[config.mk]
export PLATFORM = sky130hd
export DESIGN_NAME = relm_uart_tx_fifo
export DESIGN_NICKNAME = d
export VERILOG_FILES = /design/src/rtl/relm_uart_tx_fifo.sv
export SDC_FILE = /design/constraint.sdc
export NUM_CORES = 1
export LEC_CHECK = 0
export ABC_AREA = 1
export CORE_UTILIZATION = 40
export DETAILED_ROUTE_END_ITERATION = 8
export PLACE_DENSITY_LB_ADDON = 0.1
export SLEW_MARGIN = 10
export SYNTH_ARGS = -nofsm -noshare
export SYNTH_HDL_FRONTEND = slang
export SYNTH_SLANG_ARGS = --single-unit
[constraint.sdc]
create_clock -name clk -period 5.9 [get_ports clk]
set_input_delay 0.59 -clock clk [delete_from_list [all_inputs] [get_ports clk]]
set_output_delay 0.59 -clock clk [all_outputs]
set_load 0.01 [all_outputs]
[src/rtl/relm_uart_tx_fifo.sv]
// Buffered 8N1/8N2 UART transmitter on a relm push channel.
// A FIFO absorbs CPU bursts; retry_out rejects pushes while the FIFO is full.
module relm_uart_tx_fifo #(
    parameter int WD    = 32,
    parameter int WFIFO = 4,
    parameter int DIV   = 434,
    parameter int NSTOP = 1
) (
    input  logic           clk,
    input  logic           rst_n,
    input  logic [WD:0]    push_d_in,
    output logic           retry_out,
    input  logic           cts_n_in,
    output logic           uart_out,
    output logic [WFIFO:0] level_out,
    output logic           busy_out
);

    localparam int DEPTH = 2 ** WFIFO;
    localparam int CW    = $clog2(NSTOP * DIV);
    localparam logic [CW-1:0] BIT_LD  = CW'(DIV - 1);
    localparam logic [CW-1:0] STOP_LD = CW'(NSTOP * DIV - 1);

    typedef enum logic [1:0] {S_IDLE, S_START, S_DATA, S_STOP} state_t;

    state_t         r_state, w_state_nx;
    logic [7:0]     r_mem [DEPTH];
    logic [WFIFO-1:0] r_wptr, r_rptr;
    logic [WFIFO:0] r_level;
    logic [CW-1:0]  r_cnt, w_cnt_nx;
    logic [7:0]     r_sh, w_sh_nx;
    logic [2:0]     r_idx, w_idx_nx;
    logic           r_tx, w_tx_nx;
    logic           r_busy, w_busy_nx;
    logic [1:0]     r_cts_s;
    logic           w_full, w_accept, w_pop;
    logic           w_unused_bits;

    assign w_unused_bits = ^push_d_in[WD-1:8];

    // full is the registered occupancy, so a same-cycle pop never unblocks a push
    assign w_full    = (r_level == (WFIFO + 1)'(DEPTH));
    assign w_accept  = push_d_in[WD] && !w_full;
    assign retry_out = push_d_in[WD] && w_full;

    assign uart_out  = r_tx;
    assign level_out = r_level;
    assign busy_out  = r_busy;

    always_comb begin
        w_state_nx = r_state;
        w_cnt_nx   = r_cnt;
        w_sh_nx    = r_sh;
        w_idx_nx   = r_idx;
        w_tx_nx    = r_tx;
        w_busy_nx  = r_busy;
        w_pop      = 1'b0;
        case (r_state)
            S_IDLE: begin
                if (r_level != '0 && !r_cts_s[1]) begin
                    w_pop      = 1'b1;
                    w_sh_nx    = r_mem[r_rptr];
                    w_tx_nx    = 1'b0;
                    w_cnt_nx   = BIT_LD;
                    w_busy_nx  = 1'b1;
                    w_state_nx = S_START;
                end
            end
            S_START: begin
                if (r_cnt == '0) begin
                    w_tx_nx    = r_sh[0];
                    w_cnt_nx   = BIT_LD;
                    w_idx_nx   = '0;
                    w_state_nx = S_DATA;
                end else begin
                    w_cnt_nx = r_cnt - CW'(1);
                end
            end
            S_DATA: begin
                if (r_cnt == '0) begin
                    if (r_idx == 3'd7) begin
                        w_tx_nx    = 1'b1;
                        w_cnt_nx   = STOP_LD;
                        w_state_nx = S_STOP;
                    end else begin
                        w_sh_nx  = r_sh >> 1;
                        w_tx_nx  = r_sh[1];
                        w_idx_nx = r_idx + 3'd1;
                        w_cnt_nx = BIT_LD;
                    end
                end else begin
                    w_cnt_nx = r_cnt - CW'(1);
                end
            end
            S_STOP: begin
                if (r_cnt == '0) begin
                    w_busy_nx  = 1'b0;
                    w_state_nx = S_IDLE;
                end else begin
                    w_cnt_nx = r_cnt - CW'(1);
                end
            end
            default: w_state_nx = S_IDLE;
        endcase
    end

    always_ff @(posedge clk or negedge rst_n) begin
        if (!rst_n) begin
            r_state <= S_IDLE;
            r_cnt   <= '0;
            r_sh    <= '0;
            r_idx   <= '0;
            r_tx    <= 1'b1;
            r_busy  <= 1'b0;
            r_cts_s <= 2'b11;
            r_wptr  <= '0;
            r_rptr  <= '0;
            r_level <= '0;
        end else begin
            r_state <= w_state_nx;
            r_cnt   <= w_cnt_nx;
            r_sh    <= w_sh_nx;
            r_idx   <= w_idx_nx;
            r_tx    <= w_tx_nx;
            r_busy  <= w_busy_nx;
            r_cts_s <= {r_cts_s[0], cts_n_in};
            if (w_accept) r_wptr <= r_wptr + WFIFO'(1);
            if (w_pop)    r_rptr <= r_rptr + WFIFO'(1);
            r_level <= r_level + {{WFIFO{1'b0}}, w_accept} - {{WFIFO{1'b0}}, w_pop};
        end
    end

    always_ff @(posedge clk) begin
        if (w_accept) r_mem[r_wptr] <= push_d_in[7:0];
    end

endmodule

# Word level (Yosys, flattened, before mapping)

Memory sizes are Yosys's and may differ from the RTL's.
Index checks and enable logic that the tools add are counted.

Bits in registers: 39
RAM bits: 128
Input bits: 36
Output and inout bits: 8
Logic and storage cells: 78
Memories: 1

Memory list:

| memory | depth | bits a word | rd ports | clocked after Yosys merged registers in | write ports | RTL line | RTL |
|---|---|---|---|---|---|---|---|
| r_mem  | 16    | 8           | 1        | 0                                       | 1           | 27       | `logic [7:0] r_mem [DEPTH];` |

Add/subtract/negate cells: 6
Eq/ne operators: 12
Muxes and demuxes: 30
Reduce and logical (&&, ||, !) cells: 19

Operator list:

| operator                                         | number |
|---|---|
| two-way mux 9 bit                                | 3 |
| case mux 9 bit (3 select lines)                  | 1 |
| two-way mux 8 bit                                | 3 |
| case mux 8 bit (2 select lines)                  | 1 |
| != test 2 bit, second input constant             | 7 |
| AND reduction 4 bit                              | 3 |
| two-way mux 1 bit                                | 10 |
| two-way mux 2 bit                                | 5 |
| zero test 9 bit                                  | 1 |
| two-way mux 3 bit                                | 3 |
| subtractor 9 x 1 -> 9 bit, second input constant | 1 |
| adder 4 x 1 -> 4 bit, second input constant      | 2 |
| case mux 2 bit (4 select lines)                  | 1 |
| case mux 3 bit (2 select lines)                  | 1 |
| nonzero test 2 bit                               | 3 |
| adder 5 x 1 -> 5 bit                             | 1 |
| equality test 5 bit, second input constant       | 1 |
| AND reduction 5 bit                              | 1 |
| nonzero test 5 bit                               | 1 |
| subtractor 5 x 1 -> 5 bit                        | 1 |
| equality test 2 bit, second input constant       | 2 |
| adder 3 x 1 -> 3 bit, second input constant      | 1 |
| equality test 3 bit, second input constant       | 1 |
| logical AND 1 bit                                | 3 |
| 9 further kinds                                  | 10 |

# Longest topological paths before layout

Gate-level depths: netlist of run 1.

Word-level depth: 5
Depth in mapped cells: 13
Mapped depth without buffers: 13

# Worst setup path before layout of run 1

Ideal clock, no wire load.

Path type: register to register
Start point: register r_state[0]
End point: register r_level[4] (netlist: level_out[4])
Setup time: 0.079 ns
Arrival: 2.371 ns
Required time: 5.821 ns
Path slack: 3.450 ns
Cell stages (with the launch flop): 14
Path buffers: 1
Clock period less this slack: 2.450 ns
Cells stage by stage: dfrtp_1 -> inv_1 -> ha_1 -> inv_1 -> buf_2 -> nor2_1 -> ha_1 -> inv_1 -> ha_1 -> fa_1 -> a21oi_1 -> nor2_1 -> nor2_1 -> xor2_1

Cells in the longest elaborated chain, start to end: 3

Ends and longest elaborated chain:

| item                      | RTL line | RTL |
|---|---|---|
| start: declaration        | 26       | `state_t r_state, w_state_nx;` |
| start signal: assignment  | 120      | `r_state <= w_state_nx;` |
| zero test 2 bit           | 58       | `case (r_state)` |
| two-way mux 1 bit         | 58       |  |
| net w_pop                 | 36       | `logic w_full, w_accept, w_pop;` |
| subtractor 5 x 1 -> 5 bit | 129      | `r_level <= r_level + {{WFIFO{1'b0}}, w_accept} - {{WFIFO{1'b0}}, w_pop};` |
| end signal: assignment    | 129      |  |
| end: declaration          | 29       | `logic [WFIFO:0] r_level;` |

The timed path passes the listed nets, and every way through them passes these cells.
A chain may end at the register's enable or synchronous reset.

# Final worst setup path of run 1

Ends and elaborated chain as after synthesis.

==> results.json, run 1 <==
{
  "status": "complete, no violations",
  "routed_wl_mm": 16.9,
  "tns_ns": 0,
  "power_leakage_uw": 0.00375,
  "ant_nets": 0,
  "clk_latency_ns": 0.44,
  "die_w_um": 141,
  "die-area_um2": 19800,
  "gp_congestion": 0.864,
  "syn_to_final_growth_pct": 12.0,
  "yosysSeqAreaShare_pct": 62.8,
  "rows": 50,
  "crit_buf_inv": 3,
  "clkTransAtPathRegs_ns": 0.07,
  "grt_pass1_wl_mm": 27.2,
  "synth-seq-cells": 167,
  "cts_tree": "done",
  "p_per_area_nw_per_um2": 336,
  "synthArstFlopShare_pct": 23.4,
  "synthCells": 783,
  "crit_type": "reg2reg",
  "place_inst": 1010,
  "slew_violations": 0,
  "cts.path.max_buffers": 2,
  "hold_buffers": 0,
  "end_kind": "flip-flop",
  "start_util_pct": 40.9,
  "finClkSkew_ns": 0.0185,
  "cp_cell_sequence": "inv_1 > ha_1 > inv_1 > nor2_1 > ha_1 > inv_1 > ha_1 > fa_1 > a21oi_1 > nor2_1 > nor2_1 > xor2_1",
  "track_usage_pct": 18.5,
  "worstSetupStartpoint": "r_state[0]$_DFFE_PN0P_",
  "required_ns": 6.25,
  "avgViaCountPerCell": 4.94,
  "cts_resized": 0,
  "crit_path_max_incr_delay_ns": 0.44,
  "grt_max_degree": 72,
  "ys_top_cells_by_area": "edfxtp_1, nand2_1, dfrtp_1",
  "ios": 44,
  "dpl.hpwl_mm": 10.4,
  "setup_violations": 0,
  "core_um2": 18800,
  "drv_cap": 0,
  "yosys.area.top_type_share_pct": 50.0,
  "slew_headroom_pct": 26.0,
  "drt-initial-drc-count": 442,
  "syn-mean-instance-area_um2": 9.81,
  "cts_setup_buffers": 0,
  "num-nets-final": 850,
  "stdcell_count": 1042,
  "start_kind": "flip-flop",
  "cts_root_buf": "clkbuf_16",
  "vias": 5143,
  "cp_max_fo": 11,
  "rsz0062_at_grt": "no",
  "hold_viol": 0,
  "total_power_uw": 2890,
  "syn_area_um2": 7680,
  "arrival_ns": 3.13,
  "routedWlPerCell_um": 16.2,
  "post-route-min-period_ns": 2.78,
  "drc": 0,
  "clkSinkCount": 167,
  "port_buffers": 19,
  "synth_area_leader_cell": "edfxtp_1",
  "synth_edf_count": 128,
  "die_h_um": 141,
  "grt_antenna_before_repair": 0,
  "r2r-start": "r_state[0]$_DFFE_PN0P_",
  "ir_worst_vdd_v": 0.000203,
  "first_global_vias": 5059,
  "ctsHtreeMaxLevel": 4,
  "synth_top_flop_cell": "edfxtp_1",
  "hold_class": "in2async",
  "synth_warnings": 0,
  "fin_crit_sh_pct": 47.1,
  "grt_overflow": 0,
  "fmax_ghz": 0.360,
  "slowest_stage": "nor2_1",
  "drtPass1Iterations": 5,
  "antennaDiodeCount": 0,
  "cpLargestDelayFamily": "adder cells",
  "tightest_slew_ns": 1.11,
  "numCtsBuffers": 17,
  "drive_gt1_share_pct": 7.30,
  "synth.net_count": 838,
  "synth_cell_types": 36
}
through the flow:
stage	hold WS [ns]	cell area [um2]	utilization (%)	setup slack, ns
3_3_place_gp	0.347	8040	42.8	3.14
2_1_floorplan	0.294	7680	-	3.45
6_report	0.317	8600	45.8	3.12
4_1_cts	0.327	8600	45.8	3.09
3_5_place_dp	0.347	8040	42.8	3.10
5_1_grt	0.366	8600	45.8	2.81
worst register-to-register path, delay by kind of cell (launching register included):
family,cells,cell delay (ns)
buffers and inverters,3,0.34
adder cells (fa/ha/maj),4,1.05
AND/OR/NAND/NOR,3,0.60
flip-flops,1,0.41
AO/OA/AOI/OAI,1,0.16
XOR/XNOR,1,0.15
cells by family after synthesis:
kind of cell	count (synthesis)	share of synthesized area, %
AND/OR/NAND/NOR	421	23.3
AO/OA/AOI/OAI	32	2.38
flip-flops	167	62.8
adder cells (fa/ha/maj)	19	3.19
XOR/XNOR	13	1.48
buffers and inverters	131	6.92
sequential cells by signal, indices dropped and copies added (netlist names):
signal / count
r_mem: 128
r_cnt: 9
r_sh: 8
level_out: 5
r_rptr: 4
r_wptr: 4
r_idx: 3
r_cts_s: 2
r_state: 2
busy_out: 1
uart_out: 1
cell usage after synthesis, types with 4 or more instances:
cell type / number
o21ai_0: 16
dfrtp_1: 36
inv_1: 97
nor2_2: 4
xor2_1: 13
a21oi_1: 7
ha_1: 18
nand4_1: 7
nand2_2: 5
nand2_1: 243
clkbuf_1: 9
edfxtp_1: 128
nand3_1: 98
buf_2: 15
nor2_1: 56
cell type report:
cell class | instances | area [um2]
clock buffers | 18 | 429
clock inverters | 14 | 135
fillers | 1771 | 10200
inverters | 102 | 385
multi-input cells | 485 | 2330
flip-flops and latches | 167 | 4820
well taps | 234 | 293
repair buffers | 22 | 208
metal layers:
layer / up-vias / routed length, um / GRT usage [%]
li1: 2571 / - / -
met1: 2471 / 7290 / 22.9
met2: 79 / 8760 / 32.1
met3: 22 / 480 / 3.19
met4: 0 / 351 / 8.12
met5: - / 0 / 0
path summary, 6_finish.rpt:
path	end	slack, ns	cells after the start
worst min register to register	r_cts_s[1]$_DFF_PN1_	0.36	0
worst max-delay path	level_out[4]$_DFF_PN0_	3.12	12
max in group asynchronous	r_rptr[0]$_DFFE_PN0P_	4.93	1
worst min-delay path	r_idx[2]$_DFFE_PN0P_	0.32	1
min in group clk	r_cts_s[1]$_DFF_PN1_	0.36	0
worst max register to register	level_out[4]$_DFF_PN0_	3.12	12
where the power goes:
group / internal (uW) / total [uW] / switching [uW]
Clock: 561 / 1060 / 502
Sequential: 1400 / 1450 / 49.2
Combinational: 133 / 379 / 246
Total: 2090 / 2890 / 798
cell usage in the layout (no fill, tap or decap), drive strengths merged:
cell type / count
buf: 4
o21ai: 17
nand3: 99
o21a: 1
nand4: 7
o211ai: 2
ha: 18
dfrtp: 36
dfstp: 3
nor2: 61
fa: 1
o22ai: 2
nor3: 4
edfxtp: 128
clkbuf: 18
clkinvlp: 2
xor2: 13
nand2: 249
clkdlybuf4s50: 18
o31ai: 1
a21boi: 1
inv: 111
a21oi: 8
or2: 1
clkinv: 3
Power figures use the tool's default switching activity.
==> run 2: changes to the inputs <==
- clock period: 5.9 -> 2.7 ns (I/O delays scaled with it)
==> run 2 against run 1 <==
Effect of this change: the run now ends with negative hold slack left; clock-buffer cell count is the same; routed wire length grew 0.48%; core utilization grew 0.96 points; clock power grew 130%; critical path type unchanged; largest power group unchanged.
==> results.json, run 2 (same netlist as run 1, synthesis figures left out) <==
{
  "fin_crit_sh_pct": 91.3,
  "tns_ns": 0,
  "routedWlPerCell_um": 16.0,
  "grt_antenna_before_repair": 0,
  "final_cell_mix": "nand2_1, edfxtp_1, nand3_1, inv_1, nor2_1",
  "drive_gt1_share_pct": 9.44,
  "crit_buf_inv": 2,
  "ios": 44,
  "r2r-end": "level_out[4]$_DFF_PN0_",
  "clk_latency_ns": 0.42,
  "antennaDiodeCount": 0,
  "cts_tree": "done",
  "power_leakage_uw": 0.00385,
  "largest_reg_flops": 128,
  "swShare_pct": 25.3,
  "cts.path.max_buffers": 2,
  "slew_violations": 0,
  "vias": 5140,
  "clkSinkCount": 167,
  "post-route-min-period_ns": 2.46,
  "hold_buffers": 0,
  "crit_type": "reg2reg",
  "r2r_cells": 13,
  "cp.depth": 13,
  "drtPass1Iterations": 4,
  "tightest_slew_ns": 0.933,
  "die_w_um": 141,
  "port_buffers": 19,
  "track_usage_pct": 18.4,
  "num-nets-final": 869,
  "syn_to_final_growth_pct": 14.3,
  "drc": 0,
  "grt_max_degree": 71,
  "die-area_um2": 19800,
  "power_frac_clock_pct": 37.5,
  "ant_nets": 0,
  "drv_cap": 0,
  "slowest_stage": "dfrtp_1",
  "pwr-share-comb_pct": 13.6,
  "start_util_pct": 40.9,
  "start_kind": "flip-flop",
  "top_regs": "r_mem (128), r_cnt (9), r_sh (8)",
  "fmax_ghz": 0.406,
  "fin_hold_ws_ns": -0.0101,
  "p_per_area_nw_per_um2": 736,
  "gp_congestion": 0.823,
  "rows": 50,
  "finClkSkew_ns": 0.0124,
  "drt-initial-drc-count": 266,
  "worstSetupStartpoint": "level_out[2]$_DFF_PN0_",
  "grt_pass1_wl_mm": 26.6,
  "violations": "negative hold slack",
  "mostFrequentLayoutCell": "nand2_1",
  "p_sw_uw": 1640,
  "slew_headroom_pct": 37.8,
  "arrival_ns": 2.81,
  "core_um2": 18800,
  "r2r-start": "level_out[2]$_DFF_PN0_",
  "clkTransAtPathRegs_ns": 0.06,
  "first_global_vias": 4946,
  "rsz0062_at_grt": "no",
  "die_h_um": 141,
  "seqPwrFrac_pct": 48.9,
  "endpoint": "level_out[4]$_DFF_PN0_",
  "cp_max_fo": 4,
  "fin_ws_ns": 0.236,
  "top_register": "r_mem",
  "routed_wl_mm": 17.0,
  "grt_overflow": 0,
  "crit_path_max_incr_delay_ns": 0.41,
  "hold_class": "in2async",
  "status": "complete, but fails checks",
  "numCtsBuffers": 17,
  "cpLargestDelayFamily": "adder cells",
  "ir_worst_vdd_v": 0.000462,
  "fill_cells": 1771,
  "avgViaCountPerCell": 4.85,
  "cts_root_buf": "clkbuf_16",
  "reg2reg_slack_ns": 0.24,
  "ctsHtreeMaxLevel": 4,
  "hold_viol": 13,
  "cp_cell_sequence": "inv_1 > ha_1 > nand4_1 > nand2_2 > nor2_1 > ha_1 > inv_1 > ha_1 > fa_1 > a21oi_1 > nor2_1 > nor2_1 > xor2_1",
  "place_ws_ns": 0.168,
  "required_ns": 3.05,
  "dpl.hpwl_mm": 10.5,
  "setup_violations": 0,
  "end_kind": "flip-flop",
  "internal_power_uw": 4830
}
==> run 2: cell count changes in the layout (fill, tap and decap cells not counted), moves of 2 or more <==
cell	previous run	this run
buf_4	3	21
inv_6	7	0
bufinv_16	0	3
clkinv_2	0	3
inv_8	3	0
clkinvlp_4	2	4
==> run 2: how the worst min path moves through the flow <==
| stage | from | endpoint | slack, ns | cells past startpoint |
|---|---|---|---|---|
| 2_1_floorplan | rst_n | busy_out$_DFFE_PN0P_ | -0.03 | 0 |
| 3_3_place_gp | r_cts_s[0]$_DFF_PN1_ | r_cts_s[1]$_DFF_PN1_ | 0.35 | 0 |
| 3_5_place_dp | r_cts_s[0]$_DFF_PN1_ | r_cts_s[1]$_DFF_PN1_ | 0.35 | 0 |
| 4_1_cts | rst_n | r_idx[1]$_DFFE_PN0P_ | 0.009 | 1 |
| 5_1_grt | rst_n | r_idx[1]$_DFFE_PN0P_ | 0.06 | 1 |
| 6_report | rst_n | r_idx[1]$_DFFE_PN0P_ | -0.01 | 1 |
==> run 2: final cells by class <==
type                       instances  area, um2  share of cell area (%)
sequential                       167       4820                    54.9
multi-input combinational        485       2330                    26.5
tap                              234        293                    3.33
clock inverter                    13        158                    1.79
clock buffer                      18        429                    4.89
timing repair buffer              41        363                    4.13
inverter                         102        385                    4.39
==> run 2: stage by stage <==
step | hold WS (ns) | instances | total power, uW | instance area, um2 | util (%)
6_report | -0.0101 | 1060 | 6460 | 8780 | 46.8
4_1_cts | 0.00945 | 1060 | 6540 | 8780 | 46.8
5_1_grt | 0.0606 | 1060 | 6770 | 8780 | 46.8
3_3_place_gp | 0.352 | 1029 | 4070 | 8190 | 43.7
2_1_floorplan | -0.0256 | 783 | 3720 | 7680 | -
3_5_place_dp | 0.349 | 1029 | 4100 | 8190 | 43.7
==> run 2: per-layer routing <==
metal  track usage (%)  wire length (um)  share of wire, %  vias to the layer above
met5                 0                 0                 0                        -
met4              7.44               209               1.2                        0
met3              3.13               620               3.7                       14
met1              22.8              7300                43                     2447
li1                  -                 -                 -                     2598
met2              31.9              8840                52                       81
==> run 2: power by group through the flow <==
stage	clock, uW	sequential [uW]	combinational, uW
2_1_floorplan	0	3210	507
3_3_place_gp	0	3200	868
3_5_place_dp	0	3210	888
4_1_cts	2480	3160	896
5_1_grt	2580	3190	997
6_report	2420	3160	877
==> run 2: what timing repair did <==
action | CTS | global route
endpoints found under the setup margin | 0 | 1
setup buffers | 0 | 0
hold endpoints to repair | 0 | 0
resized for setup | 0 | 1
==> run 2: worst reg2reg max path: stages, from the launching register on <==
cell and delay (ns):
dfrtp_1 0.41, inv_1 0.09, ha_1 0.17, nand4_1 0.13, nand2_2 0.14, nor2_1 0.07
ha_1 0.27, inv_1 0.04, ha_1 0.20, fa_1 0.41, a21oi_1 0.16, nor2_1 0.05
nor2_1 0.10, xor2_1 0.16
==> run 3: changes to the inputs <==
--- a/config.mk
+++ b/config.mk
@@ -9,5 +9,6 @@
 export CORE_UTILIZATION = 40
 export DETAILED_ROUTE_END_ITERATION = 8
-export PLACE_DENSITY_LB_ADDON = 0.1
+export PLACE_DENSITY_LB_ADDON = 0.2
+export RECOVER_POWER = 50
 export SLEW_MARGIN = 10
 export SYNTH_ARGS = -nofsm -noshare
==> constraint.sdc (replaced) <==
create_clock -name clk -period 2.7 [get_ports clk]
set_input_delay 0.27 -clock clk [delete_from_list [all_inputs] [get_ports clk]]
set_output_delay 0.27 -clock clk [all_outputs]
set_load 0.005 [all_outputs]
==> run 3 against run 2 <==
Effect of this change: the flow now finishes without violations; core utilization about the same; die area stayed put; clock skew fell by 0.0039 ns; setup slack improved by 0.019 ns; worst hold slack better by 0.36 ns; clock-buffer cell count is 1 higher; sequential share of layout area hardly changed; register-to-register slack improved by 0.02 ns; final area about the same; critical endpoint unchanged.
==> results.json, run 3 (same netlist as run 1, synthesis figures left out) <==
{
  "grt_antenna_before_repair": 0,
  "clkSinkCount": 167,
  "grtUsageMet1_pct": 23.7,
  "cts_root_buf": "clkbuf_16",
  "drc": 0,
  "drt-initial-drc-count": 235,
  "tns_ns": 0,
  "antennaDiodeCount": 0,
  "routed_wl_mm": 16.8,
  "gr-usage-met2_pct": 30.5,
  "first_global_vias": 5102,
  "arrival_ns": 2.80,
  "grt_overflow": 0,
  "numCtsBuffers": 17,
  "drv_cap": 0,
  "p_per_area_nw_per_um2": 733,
  "avgViaCountPerCell": 4.89,
  "multi_input_area_um2": 2330,
  "fmax_ghz": 0.409,
  "die-area_um2": 19800,
  "top_register": "r_mem",
  "ios": 44,
  "tightest_slew_ns": 1.02,
  "syn_to_final_growth_pct": 14.3,
  "track_usage_pct": 18.4,
  "top_regs": "r_mem (128), r_cnt (9), r_sh (8)",
  "setup_violations": 0,
  "finClkSkew_ns": 0.00848,
  "drive_gt1_share_pct": 8.95,
  "drtPass1Iterations": 4,
  "final_core_util_pct": 46.8,
  "port_buffers": 19,
  "hold_viol": 0,
  "start_util_pct": 40.9,
  "fin_area_um2": 8790,
  "fill_cells": 1759,
  "fin_crit_sh_pct": 90.6,
  "slew_violations": 0,
  "start_kind": "flip-flop",
  "slew_headroom_pct": 32.3,
  "die_h_um": 141,
  "num-nets-final": 869,
  "status": "complete, no violations",
  "cts.path.max_buffers": 2,
  "ant_nets": 0,
  "power_leakage_uw": 0.00385,
  "grt_pass1_wl_mm": 27.1,
  "end_kind": "flip-flop",
  "rows": 50,
  "ctsHtreeMaxLevel": 4,
  "cp_max_fo": 4,
  "die_w_um": 141,
  "cts_tree": "done",
  "core_um2": 18800,
  "largest_reg_flops": 128,
  "mostFrequentLayoutCell": "nand2_1",
  "clkTransAtPathRegs_ns": 0.07,
  "final_cell_mix": "nand2_1, edfxtp_1, nand3_1, inv_1, nor2_1",
  "post-route-min-period_ns": 2.44,
  "rsz0062_at_grt": "no",
  "routedWlPerCell_um": 15.8,
  "gp_congestion": 0.809,
  "grt_max_degree": 71,
  "place_area_um2": 8190,
  "top_usage_layer": "met2",
  "hold_class": "reg2reg",
  "fin_hold_ws_ns": 0.353,
  "ir_worst_vdd_v": 0.000482,
  "dpl.hpwl_mm": 10.6,
  "crit_type": "reg2reg",
  "clk_latency_ns": 0.43,
  "vias": 5193,
  "use_met3_pct": 2.89,
  "required_ns": 3.05,
  "regArea_um2": 4820
}
## run 3: changes by cell type in the layout (fill, tap and decap cells not counted), sizes merged
cell,change
dlygate4sd3,+10
clkdlybuf4s50,-9
buf,-2
clkbuf,+2
clkinv,-1
clkinvlp,+1
## run 3: path summary, 6_finish.rpt
kind | start | end | slack [ns] | cells after the start
hold reg to reg | r_cts_s[0]$_DFF_PN1_ | r_cts_s[1]$_DFF_PN1_ | 0.35 | 0
setup / recovery | level_out[3]$_DFF_PN0_ | level_out[4]$_DFF_PN0_ | 0.26 | 13
hold / removal | r_cts_s[0]$_DFF_PN1_ | r_cts_s[1]$_DFF_PN1_ | 0.35 | 0
max in group asynchronous | rst_n | r_rptr[0]$_DFFE_PN0P_ | 1.47 | 2
min in group asynchronous | rst_n | r_cnt[7]$_DFFE_PN0P_ | 0.54 | 2
setup reg to reg | level_out[3]$_DFF_PN0_ | level_out[4]$_DFF_PN0_ | 0.26 | 13
## run 3: worst max-delay path: stages (launching register included)
cell and delay, ns:
dfrtp_1 0.40, inv_1 0.08, ha_1 0.16, nand4_1 0.11, nand2_1 0.14, nor2_1 0.09, ha_1 0.28, inv_1 0.04
ha_1 0.20, fa_1 0.41, a21oi_1 0.16, nor2_1 0.06, nor2_1 0.10, xor2_1 0.14
## run 3: power by group
part           internal [uW]  leakage [uW]  switching, uW
registers               3050       0.00162            102
logic                    326       0.00196            533
clock network           1450      0.000266            979
total                   4820       0.00385           1610
## run 3: final cells by class
cell class	count	share of cell area, %
clock buffer	19	4.93
clock inverter	13	1.78
inverter	102	4.39
multi-input combinational	485	26.5
sequential	167	54.9
tap	234	3.33
timing repair buffer	41	4.16
## run 3: per-stage QoR
| stage | cells | setup WS [ns] | power [uW] |
|---|---|---|---|
| final | 1061 | 0.255 | 6440 |
| after detailed placement | 1028 | 0.245 | 4080 |
| after CTS | 1061 | 0.235 | 6500 |
| after floorplan | 783 | 0.250 | 3700 |
| after global routing | 1061 | 0.0261 | 6710 |
| after global placement | 1028 | 0.287 | 4040 |
## run 3: metal layers
metal	vias up	wire length (um)
li1	2597	-
met1	2468	7500
met2	96	8170
met3	32	613
met4	0	484
met5	-	0
## run 3: timing repair
action	4_1_cts	5_1_grt
endpoints found under the setup margin	0	0
resized for setup	0	0
hold buffers	1	0
endpoints found under the hold margin	4	0
setup buffers	0	0
